<file path="src/rtl/prio_enc_pkg.sv">
// Shared constants and helpers for the registered priority / round-robin encoder.
package prio_enc_pkg;

  localparam int MODE_FIXED = 0;
  localparam int MODE_RR    = 1;

  // Never returns zero, so a two-input encoder still gets a 1-bit index.
  function automatic int idx_w(input int n);
    return (n <= 2) ? 1 : $clog2(n);
  endfunction

endpackage

</file>
<file path="src/rtl/prio_pick.sv">
// Combinational selector: highest set bit (fixed) or first set bit at/after start, wrapping mod N (rr).
module prio_pick
  import prio_enc_pkg::*;
#(
  parameter int N     = 8,
  parameter int IDX_W = idx_w(N)
) (
  input  logic [N-1:0]     req,
  input  logic [IDX_W-1:0] start,
  input  logic             rr_en,
  output logic [IDX_W-1:0] idx,
  output logic             found,
  output logic             multi
);

  localparam int SW = IDX_W + 1;

  logic [IDX_W-1:0] rr_pos [N];
  logic [N-1:0]     scan;
  logic [IDX_W-1:0] first;

  // scan[0] is the highest-priority slot in either mode: the rotated position
  // start+gi for round-robin, or the reversed position N-1-gi for fixed priority.
  generate
    for (genvar gi = 0; gi < N; gi++) begin : g_scan
      logic [SW-1:0] sum;
      assign sum         = {1'b0, start} + SW'(gi);
      assign rr_pos[gi]  = (sum >= SW'(N)) ? IDX_W'(sum - SW'(N)) : IDX_W'(sum);
      assign scan[gi]    = rr_en ? req[rr_pos[gi]] : req[N-1-gi];
    end
  endgenerate

  always_comb begin
    found = 1'b0;
    first = '0;
    for (int i = N - 1; i >= 0; i--) begin
      if (scan[i]) begin
        found = 1'b1;
        first = IDX_W'(i);
      end
    end
  end

  assign idx   = rr_en ? rr_pos[first] : (IDX_W'(N - 1) - first);
  assign multi = |(req & (req - N'(1)));

endmodule

</file>
<file path="src/rtl/prio_encoder_rr.sv">
// Registered N-input priority encoder with valid/ready output and optional round-robin arbitration.
module prio_encoder_rr
  import prio_enc_pkg::*;
#(
  parameter int N    = 8,
  parameter int MODE = MODE_FIXED,
  localparam int IDX_W = idx_w(N)
) (
  input  logic             clk,
  input  logic             rst,
  input  logic [N-1:0]     req,
  input  logic             out_ready,
  output logic             out_valid,
  output logic [IDX_W-1:0] out_idx,
  output logic [N-1:0]     out_onehot,
  output logic             out_multi
);

  logic             valid_reg;
  logic [IDX_W-1:0] idx_reg;
  logic [N-1:0]     onehot_reg;
  logic             multi_reg;
  logic [IDX_W-1:0] rr_ptr_reg;
  logic [IDX_W-1:0] rr_ptr_next;

  logic [IDX_W-1:0] pick_idx;
  logic             pick_found;
  logic             pick_multi;
  logic             stage_free;

  assign stage_free = !valid_reg || out_ready;

  // The pointer advanced by this cycle's acceptance already steers the sample
  // taken on the same edge, which keeps back-to-back round-robin fair.
  always_comb begin
    rr_ptr_next = rr_ptr_reg;
    if (MODE == MODE_RR && valid_reg && out_ready)
      rr_ptr_next = (idx_reg == IDX_W'(N - 1)) ? '0 : idx_reg + IDX_W'(1);
  end

  prio_pick #(.N(N), .IDX_W(IDX_W)) u_pick (
    .req   (req),
    .start (rr_ptr_next),
    .rr_en (MODE == MODE_RR),
    .idx   (pick_idx),
    .found (pick_found),
    .multi (pick_multi)
  );

  always_ff @(posedge clk) begin
    if (rst) begin
      valid_reg  <= 1'b0;
      idx_reg    <= '0;
      onehot_reg <= '0;
      multi_reg  <= 1'b0;
      rr_ptr_reg <= '0;
    end else begin
      rr_ptr_reg <= rr_ptr_next;
      if (stage_free) begin
        valid_reg  <= pick_found;
        idx_reg    <= pick_found ? pick_idx : '0;
        onehot_reg <= pick_found ? (N'(1) << pick_idx) : '0;
        multi_reg  <= pick_multi;
      end
    end
  end

  assign out_valid  = valid_reg;
  assign out_idx    = idx_reg;
  assign out_onehot = onehot_reg;
  assign out_multi  = multi_reg;

endmodule

</file>
<file path="config.mk">
export PLATFORM = sky130hd
export DESIGN_NAME = prio_encoder_rr
export DESIGN_NICKNAME = d
export VERILOG_FILES = /design/src/rtl/prio_enc_pkg.sv /design/src/rtl/prio_pick.sv /design/src/rtl/prio_encoder_rr.sv
export SDC_FILE = /design/constraint.sdc
export NUM_CORES = 1
export LEC_CHECK = 0
export ABC_CLOCK_PERIOD_IN_PS = 1700
export CAP_MARGIN = 20
export CORE_UTILIZATION = 42
export CTS_BUF_LIST = sky130_fd_sc_hd__clkbuf_8
export DETAILED_ROUTE_END_ITERATION = 8
export PLACE_DENSITY_LB_ADDON = 0.1
export REMOVE_ABC_BUFFERS = 1
export SLEW_MARGIN = 20
export SYNTH_ARGS = -nofsm -noshare
export SYNTH_HDL_FRONTEND = slang
export SYNTH_SLANG_ARGS = --single-unit
</file>
<file path="constraint.sdc">
create_clock -name clk -period 1.7 [get_ports clk]
set_input_delay 0.34 -clock clk [delete_from_list [all_inputs] [get_ports clk]]
set_output_delay 0.34 -clock clk [all_outputs]
set_load 0.01 [all_outputs]
</file>
==> results of run 1 <==
## cell usage after synthesis
cell type / count / area (sq um)
nand4b_1: 1 / 8.760
inv_1: 2 / 7.510
and3_2: 1 / 7.510
o21ai_0: 2 / 10.01
nor2b_1: 1 / 6.260
and4bb_2: 1 / 12.51
dfxtp_1: 13 / 260.3
a311oi_1: 1 / 8.760
nand2_1: 9 / 33.78
or4_1: 2 / 15.01
a21oi_1: 6 / 30.03
a2111oi_0: 1 / 8.760
nand2b_1: 2 / 12.51
nor2_2: 1 / 6.260
a31oi_1: 1 / 6.260
nor3_1: 5 / 25.02
a22o_1: 1 / 8.760
o41ai_1: 2 / 17.52
nor2_1: 10 / 37.54
nand3b_1: 1 / 7.510
maj3_1: 1 / 10.01
a221o_1: 1 / 10.01
nor4_1: 1 / 6.260
clkbuf_1: 3 / 11.26
o31ai_1: 2 / 15.01
nand3_1: 3 / 15.01
## kinds of logic (layout without fill, tap and decap cells)
kind of cell	after synthesis	after routing	share of synthesized area, %
AND/OR/NAND/NOR	38	38	32.43
AO/OA/AOI/OAI	17	17	19.25
flip-flops	13	13	43.51
buffers and inverters	5	49	3.138
adder cells (fa/ha/maj)	1	1	1.674
## critical path: stages
cell             delay [ps]
clkdlybuf4s50_1         480
nor2_2                  160
o31ai_1                 100
or4_4                   530
o31ai_1                 190
## routing by layer
layer,global-route usage (%),wire length [um]
met1,29.01,820
met2,39.75,737
met3,5.682,59
met4,12.07,40
met5,0,0
## how the worst max path moves through the flow
| stage | startpoint | endpoint | slack (ps) | cells after the start |
|---|---|---|---|---|
| detailed placement | req[2] | out_onehot[0] | -250 | 5 |
| global placement | req[2] | out_onehot[0] | -250 | 5 |
| floorplan | req[7] | out_onehot[0] | 330 | 4 |
| finish | req[3] | out_onehot[0] | 60 | 5 |
| CTS | req[2] | out_onehot[0] | 5 | 5 |
| global route | req[3] | out_onehot[0] | 3 | 5 |
## area by class of cell
cell class,count,area [sq um],share of cell area [%]
timing repair buffer,43,382.9,36.69
multi-input combinational,56,329.1,31.53
sequential,13,260.3,24.94
clock buffer,3,41.29,3.957
tap,15,18.77,1.799
inverter,2,7.507,0.7194
clock inverter,1,3.754,0.3597
## power groups by stage
stage	Combinational, W	Sequential [W]	Clock (W)
5_1_grt	0.000172	0.000328	0.000286
4_1_cts	0.000155	0.000327	0.000276
3_5_place_dp	0.000153	0.000333	0
3_3_place_gp	0.000152	0.000333	0
6_report	0.000159	0.000326	0.000275
2_1_floorplan	0.0000406	0.000339	0
## stage by stage
stage          area, sq um  hold slack, ps  instances   power, W  setup WS [ps]
6_report              1044           452.9        133  0.0007603          60.42
2_1_floorplan        586.8           409.1         71  0.0003799          329.7
5_1_grt               1044           475.5        133  0.0007861          3.422
3_5_place_dp         978.4           439.4        128  0.0004860         -246.2
4_1_cts               1023           454.4        132  0.0007568          4.874
3_3_place_gp         978.4           434.0        128  0.0004841         -248.3
## what timing repair did
| action | in CTS | in global routing |
|---|---|---|
| resized for setup | 0 | 4 |
| setup buffers | 0 | 1 |
| setup endpoints to repair | 0 | 4 |
## state kept, by name, indices dropped and copies added (netlist names)
register    count
out_multi       1
out_valid       1
out_onehot      8
out_idx         3
==> results.sh, run 1 <==
export IMPL_status="finished clean"
export IMPL_clock_skew_ps=0.8067
export IMPL_gp_congestion=0.9037
export IMPL_drive_above_1_share_pct=24.58
export IMPL_cp_end_kind="register"
export IMPL_drc_errors=0
export IMPL_syn_area_sq_um=598.1
export IMPL_clock_path_buffers=2
export IMPL_ctsHoldBuffers=0
export IMPL_grt_overflow=0
export IMPL_arrival_ps=1800
export IMPL_max_vdd_ir_drop_v=0.0005113
export IMPL_cts_inserted_buffers=3
export IMPL_finalCriticalPeriod_ps=1640
export IMPL_slew_headroom_pct=79.04
export IMPL_tightest_slew_ps=306.4
export IMPL_critical_path_required_ps=1860
export IMPL_power_density_mw_per_mm2=728.6
export IMPL_rsz0062_at_grt="false"
export IMPL_cts_root_buf="clkbuf_8"
export IMPL_clkTransAtPathRegs_ps=60
export IMPL_drtIter0Drc=13
export IMPL_grt_pass1_wl_um=2497
export IMPL_fin_util_pct=79.20
export IMPL_grt_use_total_pct=24.26
export IMPL_cts_sinks=13
export IMPL_clockPowerShare_pct=36.1
export IMPL_finalSetupViolCount=0
export IMPL_crit_fanout=4
export IMPL_worstSetupPathType="in -> reg"
export IMPL_viasPerCell=5.218
export IMPL_core_rowCount=13
export IMPL_combPwrFrac_pct=20.9
export IMPL_yosysSeqAreaShare_pct=43.51
export IMPL_die_area_sq_mm=0.001579
export IMPL_initial_core_util_pct=45.39
export IMPL_ant_nets=0
export IMPL_area_growth_pct=74.48
export IMPL_first_global_vias=598
export IMPL_core_area_sq_mm=0.001318
export IMPL_die_h_um=39.74
export IMPL_min_to="out_onehot[3]"
export IMPL_layout_commonest_cell="clkdlybuf4s50_1"
export IMPL_ys_seq_elements=13
export IMPL_tns_ps=0
export IMPL_r2r_slack_ps=460
export IMPL_layout_common_cells="clkdlybuf4s50_1 (22), buf_4 (20), dfxtp_1 (13)"
export IMPL_yosys_warnings=0
export IMPL_antenna_found_initial=0
export IMPL_synthCells=74
export IMPL_avgSynthCellArea_sq_um=8.082
export IMPL_vias=694
export IMPL_static_leakage_power_nw=0.4316
export IMPL_h_tree_depth=1
export IMPL_timing_hold_violations_final=0
export IMPL_slew_violations=0
export IMPL_holdCritStartpoint="out_onehot[3]"
export IMPL_wl_um=1658
export IMPL_intPower_w=0.0005704
export IMPL_switching_power_w=0.0001900
export IMPL_max_freq_ghz=0.6099
export IMPL_yosysUniqueCellTypes=26
export IMPL_timing_rr_end="out_multi"
export IMPL_cp_start_kind="primary input"
export IMPL_r2r_cells=4
export IMPL_cap_violations=0
export IMPL_io_buffers=23
export IMPL_wl_per_cell_um=12.47
export IMPL_switching_share_pct=24.98
export IMPL_r2r_start="out_valid"
export IMPL_ios=24
export IMPL_min_path_type="reg -> reg"
export IMPL_place_hpwl_um=1187
export IMPL_cts_tree="done"
export IMPL_holdPathStages=2
export IMPL_nFillCells=93
export IMPL_power_sequential_fraction_pct=42.9
export IMPL_drtPass1Iterations=4
export IMPL_final_nets=130
export IMPL_finalCritPeriodShare_pct=96.45
export IMPL_clkLatencyLatePin_ps=240
export IMPL_grt_max_degree=12
export IMPL_antenna_cells=0
export IMPL_die_w_um=39.74
(Power assumes the default switching activity.)
==> run 2: changes to the inputs <==
--- a/config.mk
+++ b/config.mk
@@ -5,8 +5,9 @@
 export SDC_FILE = /design/constraint.sdc
 export NUM_CORES = 1
 export LEC_CHECK = 0
-export ABC_CLOCK_PERIOD_IN_PS = 1700
+export ABC_CLOCK_PERIOD_IN_PS = 1600
 export CAP_MARGIN = 20
+export CORE_MARGIN = 2
 export CORE_UTILIZATION = 42
 export CTS_BUF_LIST = sky130_fd_sc_hd__clkbuf_8
 export DETAILED_ROUTE_END_ITERATION = 8
==> constraint.sdc (replaced) <==
create_clock -name clk -period 1.6 [get_ports clk]
set_input_delay 0.32 -clock clk [delete_from_list [all_inputs] [get_ports clk]]
set_output_delay 0.32 -clock clk [all_outputs]
set_load 0.01 [all_outputs]
==> results.sh, run 2 (synthesized netlist as in run 1, its figures left out) <==
export IMPL_status="finished clean"
export IMPL_finalSetupViolCount=0
export IMPL_gp_congestion=0.8668
export IMPL_die_w_um=41.74
export IMPL_r2r_slack_ps=360
export IMPL_initial_core_util_pct=45.39
export IMPL_drtIter0Drc=14
export IMPL_grt_use_total_pct=19.23
export IMPL_layout_common_cells="buf_4 (20), clkdlybuf4s50_1 (17), dfxtp_1 (13)"
export IMPL_grt_overflow=0
export IMPL_tns_ps=0
export IMPL_static_leakage_power_nw=0.4468
export IMPL_regArea_sq_um=260.3
export IMPL_timing_hold_violations_final=0
export IMPL_cap_violations=0
export IMPL_clkTransAtPathRegs_ps=50
export IMPL_clkLatencyLatePin_ps=240
export IMPL_crit_path_cell_trace="clkdlybuf4s50_1 > nor2_4 > o31ai_2 > or4_4 > o31ai_1"
export IMPL_grt_pass1_wl_um=2587
export IMPL_final_nets=130
export IMPL_antenna_cells=0
export IMPL_dp_cells=128
export IMPL_crit_family="simple AND/OR/NAND/NOR gates"
export IMPL_wl_per_cell_um=13.08
export IMPL_max_freq_ghz=0.6425
export IMPL_viasPerCell=5.451
export IMPL_core_area_sq_mm=0.001318
export IMPL_ios=24
export IMPL_clock_path_buffers=2
export IMPL_slew_violations=0
export IMPL_cts_sinks=13
export IMPL_antenna_found_initial=0
export IMPL_crit_buf_inv=1
export IMPL_h_tree_depth=1
export IMPL_cp_slowest_cell="or4_4"
export IMPL_tightest_slew_ps=289.2
export IMPL_critical_path_depth=5
export IMPL_core_rowCount=13
export IMPL_ctsHoldBuffers=0
export IMPL_critical_path_startpoint="req[6]"
export IMPL_r2r_cells=4
export IMPL_area_growth_pct=76.15
export IMPL_first_global_vias=622
export IMPL_drc_errors=0
export IMPL_cp_start_kind="primary input"
export IMPL_max_vdd_ir_drop_v=0.0005411
export IMPL_io_buffers=23
export IMPL_die_h_um=41.74
export IMPL_critPathMaxStageDelay_ps=490
export IMPL_fin_util_pct=79.96
export IMPL_cp_end_kind="register"
export IMPL_power_density_mw_per_mm2=760.7
export IMPL_arrival_ps=1710
export IMPL_crit_path_end="out_onehot[0]"
export IMPL_drtPass1Iterations=4
export IMPL_slew_headroom_pct=80.22
export IMPL_crit_fanout=3
export IMPL_critical_path_required_ps=1760
export IMPL_r2r_start="out_valid"
export IMPL_cts_root_buf="clkbuf_8"
export IMPL_clock_skew_ps=5.025
export IMPL_min_path_type="reg -> reg"
export IMPL_cts_tree="done"
export IMPL_finalCritPeriodShare_pct=97.28
export IMPL_multi_input_area_sq_um=341.6
export IMPL_worstSetupPathType="in -> reg"
export IMPL_placed_area_sq_um=978.4
export IMPL_place_hpwl_um=1229
export IMPL_ant_nets=0
export IMPL_finalCriticalPeriod_ps=1557
export IMPL_wl_um=1740
export IMPL_largest_reg_flops=8
export IMPL_cts_inserted_buffers=3
export IMPL_vias=725
export IMPL_die_area_sq_mm=0.001742
export IMPL_design_area_sq_mm=0.001054
export IMPL_drive_above_1_share_pct=26.27
export IMPL_grt_max_degree=12
export IMPL_nFillCells=92
export IMPL_layout_commonest_cell="buf_4"
export IMPL_fin_cells=133
export IMPL_timing_rr_end="out_multi"
## run 2: worst reg2reg max path, cell delays in order (launching register included)
cell and delay [ps]:
dfxtp_1 310, nor2b_1 120, buf_4 160, or4_1 500
nand3_1 90
## run 2: power by group
group	internal, W	switching, W	total, W
Clock	0.000169	0.000114	0.000283
Combinational	0.0000946	0.0000758	0.000170
Sequential	0.000339	0.00000828	0.000348
## run 2: timing repair
item | 4_1_cts | 5_1_grt
setup buffers | 1 | 0
pin swaps | 2 | 1
setup endpoints to repair | 2 | 5
gates resized for setup | 6 | 6
## run 2: cell type report
| type | count | share of cell area [%] |
|---|---|---|
| clock buffers | 3 | 3.919 |
| clock inverters | 1 | 0.3563 |
| inverters | 2 | 0.7126 |
| multi-input cells | 56 | 32.42 |
| flip-flops and latches | 13 | 24.70 |
| well taps | 15 | 1.781 |
| repair buffers | 43 | 36.10 |
## run 2: metal layers
| layer | wire length [um] | part of all wire, % | track usage, % | up-vias |
|---|---|---|---|---|
| li1 | - | - | - | 361 |
| met1 | 722 | 41 | 22.75 | 323 |
| met2 | 872 | 50 | 32.50 | 32 |
| met3 | 98 | 5.6 | 6.522 | 9 |
| met4 | 45 | 2.6 | 5.806 | 0 |
| met5 | 0 | 0 | 0 | - |
## run 2: worst min-delay path by stage
stage                        from             to  slack (ps)  depth (start not counted)
floorplan                     rst  out_onehot[4]         390                          1
CTS                 out_onehot[0]  out_onehot[0]         460                          2
detailed placement  out_onehot[4]  out_onehot[4]         450                          2
finish              out_onehot[1]  out_onehot[1]         450                          2
global placement    out_onehot[3]  out_onehot[3]         430                          2
global route        out_onehot[4]  out_onehot[4]         470                          2
## run 2: metrics by stage
step / hold slack [ps] / power [W] / setup WS (ps)
2_1_floorplan: 389.1 / 0.0004037 / 249.7
3_3_place_gp: 434.0 / 0.0005145 / -326.8
3_5_place_dp: 446.1 / 0.0005178 / -334.8
4_1_cts: 457.2 / 0.0008013 / 5.823
5_1_grt: 470.0 / 0.0008358 / -9.879
6_report: 454.1 / 0.0008014 / 43.49
==> run 3: changes to the inputs <==
--- a/config.mk
+++ b/config.mk
@@ -7,7 +7,7 @@
 export LEC_CHECK = 0
 export ABC_CLOCK_PERIOD_IN_PS = 1600
 export CAP_MARGIN = 20
-export CORE_MARGIN = 2
+export CORE_MARGIN = 3
 export CORE_UTILIZATION = 42
 export CTS_BUF_LIST = sky130_fd_sc_hd__clkbuf_8
 export DETAILED_ROUTE_END_ITERATION = 8
==> results.sh, run 3 (synthesized netlist as in run 1, its figures left out) <==
export IMPL_antenna_cells=0
export IMPL_holdCritStartpoint="out_onehot[4]"
export IMPL_gp_congestion=0.9017
export IMPL_static_leakage_power_nw=0.4511
export IMPL_vias=754
export IMPL_crit_family="buffers and inverters"
export IMPL_design_area_sq_mm=0.001037
export IMPL_ctsHoldBuffers=0
export IMPL_grt_pass1_wl_um=3056
export IMPL_drive_above_1_share_pct=26.09
export IMPL_largest_reg_flops=8
export IMPL_cts_tree="done"
export IMPL_finalCritPeriodShare_pct=96.89
export IMPL_initial_core_util_pct=49.18
export IMPL_h_tree_depth=1
export IMPL_area_growth_pct=73.43
export IMPL_ant_nets=0
export IMPL_power_density_mw_per_mm2=775.0
export IMPL_multi_input_area_sq_um=349.1
export IMPL_clkLatencyLatePin_ps=240
export IMPL_dp_cells=125
export IMPL_slew_headroom_pct=80.63
export IMPL_status="finished clean"
export IMPL_crit_path_cell_trace="clkdlybuf4s50_1"
export IMPL_core_area_sq_mm=0.001216
export IMPL_nFillCells=73
export IMPL_drc_errors=0
export IMPL_antenna_found_initial=0
export IMPL_place_hpwl_um=1323
export IMPL_ios=24
export IMPL_final_nets=127
export IMPL_placed_area_sq_um=962.2
export IMPL_holdPathStages=2
export IMPL_cp_start_kind="register"
export IMPL_cts_setup_buffers=0
export IMPL_die_area_sq_mm=0.001913
export IMPL_worstSetupPathType="reg -> out"
export IMPL_max_vdd_ir_drop_v=0.0004283
export IMPL_max_freq_ghz=0.6450
export IMPL_drtIter0Drc=31
export IMPL_arrival_ps=1230
export IMPL_core_rowCount=12
export IMPL_grt_use_total_pct=21.74
export IMPL_r2r_start="out_valid"
export IMPL_critical_path_required_ps=1280
export IMPL_tightest_slew_ps=283.2
export IMPL_cap_violations=0
export IMPL_io_buffers=23
export IMPL_first_global_vias=711
export IMPL_layout_commonest_cell="buf_4"
export IMPL_die_h_um=43.74
export IMPL_clkTransAtPathRegs_ps=50
export IMPL_cts_inserted_buffers=3
export IMPL_worst_slack_ps=49.72
export IMPL_post_place_ws_ps=-345.0
export IMPL_min_to="out_onehot[4]"
export IMPL_grt_max_degree=13
export IMPL_finalSetupViolCount=0
export IMPL_regArea_sq_um=260.3
export IMPL_min_path_type="reg -> reg"
export IMPL_slew_violations=0
export IMPL_cts_root_buf="clkbuf_8"
export IMPL_die_w_um=43.74
export IMPL_crit_buf_inv=1
export IMPL_layout_common_cells="buf_4 (17), clkdlybuf4s50_1 (14), dfxtp_1 (13)"
export IMPL_viasPerCell=5.845
export IMPL_critPathMaxStageDelay_ps=580
export IMPL_critical_path_depth=1
export IMPL_grt_overflow=0
export IMPL_fin_cells=129
export IMPL_cts_sinks=13
export IMPL_wl_per_cell_um=15.05
export IMPL_drtPass1Iterations=4
export IMPL_clock_skew_ps=2.308
export IMPL_fin_hold_ws_ps=458.9
export IMPL_cp_end_kind="output pin"
export IMPL_rsz0062_at_grt="false"
export IMPL_r2r_cells=4
export IMPL_wl_um=1942
export IMPL_r2r_slack_ps=240
export IMPL_timing_rr_end="out_multi"
export IMPL_crit_fanout=3
export IMPL_cp_slowest_cell="clkdlybuf4s50_1"
export IMPL_finalCriticalPeriod_ps=1550
export IMPL_clock_path_buffers=2
export IMPL_timing_hold_violations_final=0
export IMPL_fin_util_pct=85.29
[run 3: per-layer routing]
metal	GRT usage, %	vias to the layer above	share of wire [%]
li1	-	353	-
met1	23.48	345	37
met2	38.66	45	52
met3	6.224	11	8.2
met4	9.639	0	3.0
met5	0	-	0
[run 3: what timing repair did]
action / 4_1_cts / 5_1_grt
gates resized for setup: 11 / 6
pin swaps: 2 / 0
endpoints found under the setup margin: 4 / 1
[run 3: layout make-up]
type                       instances  area share, %
clock buffer                       3          3.981
sequential                        13          25.09
tap                               14          1.689
multi-input combinational         56          33.66
inverter                           2         0.7238
timing repair buffer              40          34.50
clock inverter                     1         0.3619
[run 3: metrics by stage]
step / power, W / setup TNS, ps
floorplan: 0.0004037 / 0
global placement: 0.0005113 / -1252
detailed placement: 0.0005158 / -1515
CTS: 0.0007981 / 0
global route: 0.0008271 / 0
finish: 0.0008038 / 0
[run 3: report_power, final]
group | switching (W) | internal, W
clock | 0.000120 | 0.000169
sequential | 0.00000967 | 0.000339
combinational | 0.0000768 | 0.0000889
total | 0.000206 | 0.000597
[run 3: how the worst max path moves through the flow]
stage	startpoint	end	slack, ps
floorplan	req[7]	out_onehot[0]	250
global placement	req[2]	out_onehot[0]	-320
detailed placement	req[2]	out_onehot[0]	-340
CTS	req[1]	out_onehot[0]	5
global route	out_valid	out_valid	50
finish	out_valid	out_valid	50
